File: src/rtl/snake_pkg.sv
// rtl/snake_pkg.sv - shared direction and controller state definitions for the snake datapath
package snake_pkg;

    typedef enum logic [1:0] {
        DIR_UP    = 2'd0,
        DIR_DOWN  = 2'd1,
        DIR_LEFT  = 2'd2,
        DIR_RIGHT = 2'd3
    } dir_t;

    typedef enum logic [1:0] {
        ST_WAIT   = 2'd0,
        ST_RUN    = 2'd1,
        ST_FROZEN = 2'd2
    } state_t;

    function automatic logic [1:0] opposite(input logic [1:0] d);
        return {d[1], ~d[0]};
    endfunction

endpackage

File: src/rtl/snake_dir_fifo.sv
// rtl/snake_dir_fifo.sv - DEPTH-entry circular turn buffer with push/pop/flush
module snake_dir_fifo
    import snake_pkg::*;
#(
    parameter int DEPTH = 2
) (
    input  logic       clk,
    input  logic       reset,
    input  logic       push,
    input  logic       pop,
    input  logic       flush,
    input  logic [1:0] din,
    output logic [2:0] count,
    output logic [1:0] head,
    output logic [1:0] tail
);

    localparam logic [1:0] LAST = 2'(DEPTH - 1);

    // Sized for the largest legal DEPTH so 2-bit pointers always index cleanly.
    logic [1:0] mem [4];
    logic [1:0] rd_ptr;
    logic [1:0] wr_ptr;

    function automatic logic [1:0] inc(input logic [1:0] p);
        return (p == LAST) ? 2'd0 : p + 2'd1;
    endfunction

    always_ff @(posedge clk or posedge reset) begin
        if (reset) begin
            rd_ptr <= 2'd0;
            wr_ptr <= 2'd0;
            count  <= 3'd0;
        end else if (flush) begin
            rd_ptr <= 2'd0;
            wr_ptr <= 2'd0;
            count  <= 3'd0;
        end else begin
            if (push) wr_ptr <= inc(wr_ptr);
            if (pop)  rd_ptr <= inc(rd_ptr);
            count <= count + {2'b00, push} - {2'b00, pop};
        end
    end

    always_ff @(posedge clk) begin
        if (push && !flush) mem[wr_ptr] <= din;
    end

    assign head = mem[rd_ptr];
    assign tail = mem[(wr_ptr == 2'd0) ? LAST : wr_ptr - 2'd1];

endmodule

File: src/rtl/snake_dir_ctrl.sv
// rtl/snake_dir_ctrl.sv - arbitrates button presses into a turn queue released one per game tick
module snake_dir_ctrl
    import snake_pkg::*;
#(
    parameter int DEPTH = 2
) (
    input  logic       clk,
    input  logic       reset,
    input  logic       btn_up,
    input  logic       btn_down,
    input  logic       btn_left,
    input  logic       btn_right,
    input  logic       tick,
    input  logic       halt,
    output logic [1:0] dir,
    output logic       moving,
    output logic [2:0] q_count,
    output logic       dropped
);

    state_t     state;
    logic [1:0] p;
    logic [1:0] ref_dir;
    logic [1:0] head;
    logic [1:0] tail;
    logic       press;
    logic       accept;
    logic       full;
    logic       push;
    logic       pop;

    assign press = btn_up | btn_down | btn_left | btn_right;

    always_comb begin
        p       = btn_up   ? DIR_UP   :
                  btn_down ? DIR_DOWN :
                  btn_left ? DIR_LEFT : DIR_RIGHT;
        // New turns are judged against the last queued turn, not the one on screen.
        ref_dir = (q_count != 3'd0) ? tail : dir;
        accept  = press && (p != ref_dir) && (p != opposite(ref_dir));
        full    = (q_count == 3'(DEPTH));
        pop     = (state == ST_RUN) && !halt && tick && (q_count != 3'd0);
        push    = (state == ST_RUN) && !halt && accept && (!full || pop);
    end

    snake_dir_fifo #(.DEPTH(DEPTH)) u_fifo (
        .clk   (clk),
        .reset (reset),
        .push  (push),
        .pop   (pop),
        .flush (halt),
        .din   (p),
        .count (q_count),
        .head  (head),
        .tail  (tail)
    );

    always_ff @(posedge clk or posedge reset) begin
        if (reset) begin
            state   <= ST_WAIT;
            dir     <= DIR_RIGHT;
            moving  <= 1'b0;
            dropped <= 1'b0;
        end else begin
            dropped <= 1'b0;
            if (halt) begin
                state  <= ST_FROZEN;
                moving <= 1'b0;
            end else begin
                case (state)
                    ST_WAIT: begin
                        if (press) begin
                            if (p != opposite(dir)) begin
                                dir    <= p;
                                state  <= ST_RUN;
                                moving <= 1'b1;
                            end else begin
                                dropped <= 1'b1;
                            end
                        end
                    end
                    ST_RUN: begin
                        if (pop) dir <= head;
                        if (press && !push) dropped <= 1'b1;
                    end
                    default: begin
                        state <= ST_WAIT;
                        dir   <= DIR_RIGHT;
                    end
                endcase
            end
        end
    end

endmodule

File: config.mk
export PLATFORM = sky130hd
export DESIGN_NAME = snake_dir_ctrl
export DESIGN_NICKNAME = d
export VERILOG_FILES = /design/src/rtl/snake_pkg.sv /design/src/rtl/snake_dir_fifo.sv /design/src/rtl/snake_dir_ctrl.sv
export SDC_FILE = /design/constraint.sdc
export NUM_CORES = 1
export LEC_CHECK = 0
export ABC_AREA = 1
export CAP_MARGIN = 20
export CORE_ASPECT_RATIO = 1.1
export CORE_MARGIN = 2
export CORE_UTILIZATION = 47
export DETAILED_ROUTE_END_ITERATION = 7
export GPL_TIMING_DRIVEN = 0
export PLACE_DENSITY_LB_ADDON = 0.3
export SLEW_MARGIN = 20
export SYNTH_ARGS = -nofsm -noshare
export SYNTH_HDL_FRONTEND = slang
export SYNTH_SLANG_ARGS = --single-unit
File: constraint.sdc
create_clock -name clk -period 1.9 [get_ports clk]
set_input_delay 0.19 -clock clk [delete_from_list [all_inputs] [get_ports clk]]
set_output_delay 0.19 -clock clk [all_outputs]
set_load 0.05 [all_outputs]
==> results.cfg <==
[logic_synthesis]
ys_seq_area_share_pct = 52.9
yosysWarningCount = 0
synth_xor_area_share_pct = 1.63
synth_cell_types = 26
postSynthCellCount = 120
synth_fp_nets = 131
synth_compound_area_share_pct = 11.5
synth_top_family_by_area = simple AND/OR/NAND/NOR gates
synth_seq_cells = 21
netlist_area_mm2 = 0.00107
synth.avg_cell_area_um2 = 8.95
synthSimpleGateAreaFrac_pct = 23.1
synthAdderAreaFrac_pct = 4.20
synth.mux.area_fraction_pct = 0

[sta]
tightest_slew_ns = 0.552
rsz0062_at_grt = true
setup_viol = 1
relSlewSlack_pct = 63.2
worst_hold_slack_ns = 0.185
period_needed_ns = 1.92
fin_crit_sh_pct = 101
max_freq_mhz = 520
slew_violations = 0
fin_skew_ns = 0.00911
finalHoldViolations = 0
worst_slack_ns = -0.0234

[clocking]
cts_num_sinks = 21
clk_path_buf_depth = 2
cts_hold_buf = 0
h-tree-depth = 1
numCtsBuffers = 3
clock_latency_ns = 0.32
clockRootBuffer = clkbuf_4
clk_pin_slew_ns = 0.12
cts_tree = yes

[global_routing]
antenna_found_initial = 0
grt_max_degree = 14
grt_usage_pct = 20.3
first_global_vias = 890
use_met2_pct = 34.7
grt_pass1_wl_mm = 3.99
gr-usage-met3_pct = 3.33
grt.busiest_layer = met2
gr-usage-met1_pct = 25.1
grt-ovfl-total = 0

[pwr]
combPwrFrac_pct = 25.6
p_int_w = 0.000681
p_leak_nw = 0.618
switchingPower_w = 0.000342
p_seq_share_pct = 52.1
power_switching_share_pct = 33.4
vdd_ir_drop_max_uv = 423
p_clk_share_pct = 22.2
powerDensity_mw_per_mm2 = 724

[critical_path]
cp.arrival_ns = 2.13
startpoint_type = flip-flop
reg2reg_slack_ns = -0.02
endpoint_kind = flip-flop
cp_max_fo = 3
cp.required_ns = 2.11
path_class = flip-flop to flip-flop

[run_status]
violations = setup timing
status = complete, but fails checks

[cells_and_area]
final_cell_mix = nand2_1 (21), inv_1 (11), clkdlybuf4s50_1 (11)
fin_nets = 158
diodes = 0
drive_gt1_share_pct = 29.5
area_growth_pct = 31.7
seq_area_um2 = 572
instances_no_fill = 176
nFillCells = 189
final_common_cell = nand2_1
multi_input_area_um2 = 503

[placed_design]
dp_hpwl_mm = 1.66
port_buffers = 14
routabilityCongestion = 0.802
place_inst = 164

[drt]
post_drt_via_cell_ratio = 5.22
drc = 0
routedWlPerCell_um = 14.7
ant_nets = 0
first_iter_violations = 27
first_pass_iters = 4
drt_wl_total_mm = 2.59
via_count = 918

[die]
core_area_mm2 = 0.00221
die_y_um = 54.1
fp-row-count = 18
die_width_um = 49.6
die-area_mm2 = 0.00268
initial_core_util_pct = 48.6
ios = 15

[job]
drv_cap = 0

[min_path]
hold_path_class = primary input to asynchronous set/reset pin
registers in the layout, summed over array words and instances (netlist names):
register and flops:
u_fifo.count 3, dir 2, moving 1, state 2
dropped 1, u_fifo.wr_ptr 2, u_fifo.mem 8, u_fifo.rd_ptr 2
synth_stat cells:
cell	n	share of area, %
nand4_1	1	0.58
nor2_2	3	1.7
nor3_1	2	0.93
clkbuf_1	1	0.35
a21oi_1	9	4.2
edfxtp_1	8	22
nand3_1	6	2.8
fa_1	1	1.9
xnor2_1	1	0.82
inv_1	17	5.9
xor2_1	1	0.82
nand3_2	2	1.9
dfrtp_1	11	26
a21oi_2	1	0.82
nand2_2	1	0.58
o21ai_0	11	5.1
or2_2	1	0.58
inv_2	1	0.35
nor2_1	11	3.8
a31oi_1	1	0.58
ha_1	2	2.3
nor2_4	1	1.0
a31o_2	1	0.82
nand2_4	1	1.0
dfstp_2	2	4.9
nand2_1	23	8.0
power by group through the flow:
| stage | logic, W | clock network (W) | registers [W] |
|---|---|---|---|
| after global routing | 0.000289 | 0.000234 | 0.000538 |
| after CTS | 0.000248 | 0.000226 | 0.000530 |
| after detailed placement | 0.000245 | 0 | 0.000540 |
| after floorplan | 0.000100 | 0 | 0.000603 |
| after global placement | 0.000240 | 0 | 0.000538 |
| final | 0.000262 | 0.000227 | 0.000534 |
cell type report:
class	instances	share of cell area [%]
Sequential cell	21	40.4
Multi-Input combinational cell	80	35.6
Timing Repair Buffer	22	14.4
Inverter	18	4.78
Tap cell	30	2.65
Clock buffer	4	1.86
Buffer	1	0.265
worst paths after layout:
path | start | endpoint | depth (start not counted)
max | state[1] | u_fifo.count[1] | 11
max reg2reg | state[1] | u_fifo.count[1] | 11
min | reset | u_fifo.count[2] | 2
min in group clk | halt | state[1] | 2
max in group asynchronous | reset | u_fifo.count[0] | 2
min reg2reg | dir[0] | dir[0] | 2
worst max-delay path: stages (launching register included):
cell     delay, ns
dfrtp_1       0.42
inv_2         0.08
nand2_4       0.05
nor2_4        0.11
nand3_4       0.09
inv_2         0.09
ha_4          0.20
inv_2         0.06
ha_4          0.12
inv_2         0.03
fa_2          0.51
nor2_1        0.05
per-layer routing:
layer | up-vias | part of all wire, %
li1 | 444 | -
met1 | 438 | 39
met2 | 31 | 54
met3 | 5 | 5.0
met4 | 0 | 1.9
met5 | - | 0
stage by stage:
step / TNS, ns / setup WS (ns) / utilization, % / cell area (um^2) / power, W
floorplan: -0.229 / -0.131 / - / 1080 / 0.000704
global placement: -1.33 / -0.441 / 57.0 / 1260 / 0.000778
detailed placement: -1.94 / -0.514 / 57.0 / 1260 / 0.000785
CTS: -0.0710 / -0.0615 / 60.3 / 1330 / 0.00100
global route: -0.255 / -0.116 / 64.1 / 1410 / 0.00106
finish: -0.0234 / -0.0234 / 64.1 / 1410 / 0.00102
logic make-up (layout without fill, tap and decap cells):
family                   Yosys count  in the layout
buffers and inverters             19             45
flip-flops                        21             21
XOR/XNOR                           2              2
AND/OR/NAND/NOR                   52             52
AO/OA/AOI/OAI                     23             23
adder cells (fa/ha/maj)            3              3
repair_timing:
item / in CTS / in global routing
setup endpoints to repair: 3 / 5
cloned: 0 / 0
buffers inserted: 6 / 2
pin swaps: 3 / 6
gates resized for setup: 3 / 19
Note: power is estimated with default switching activity, not from simulation.
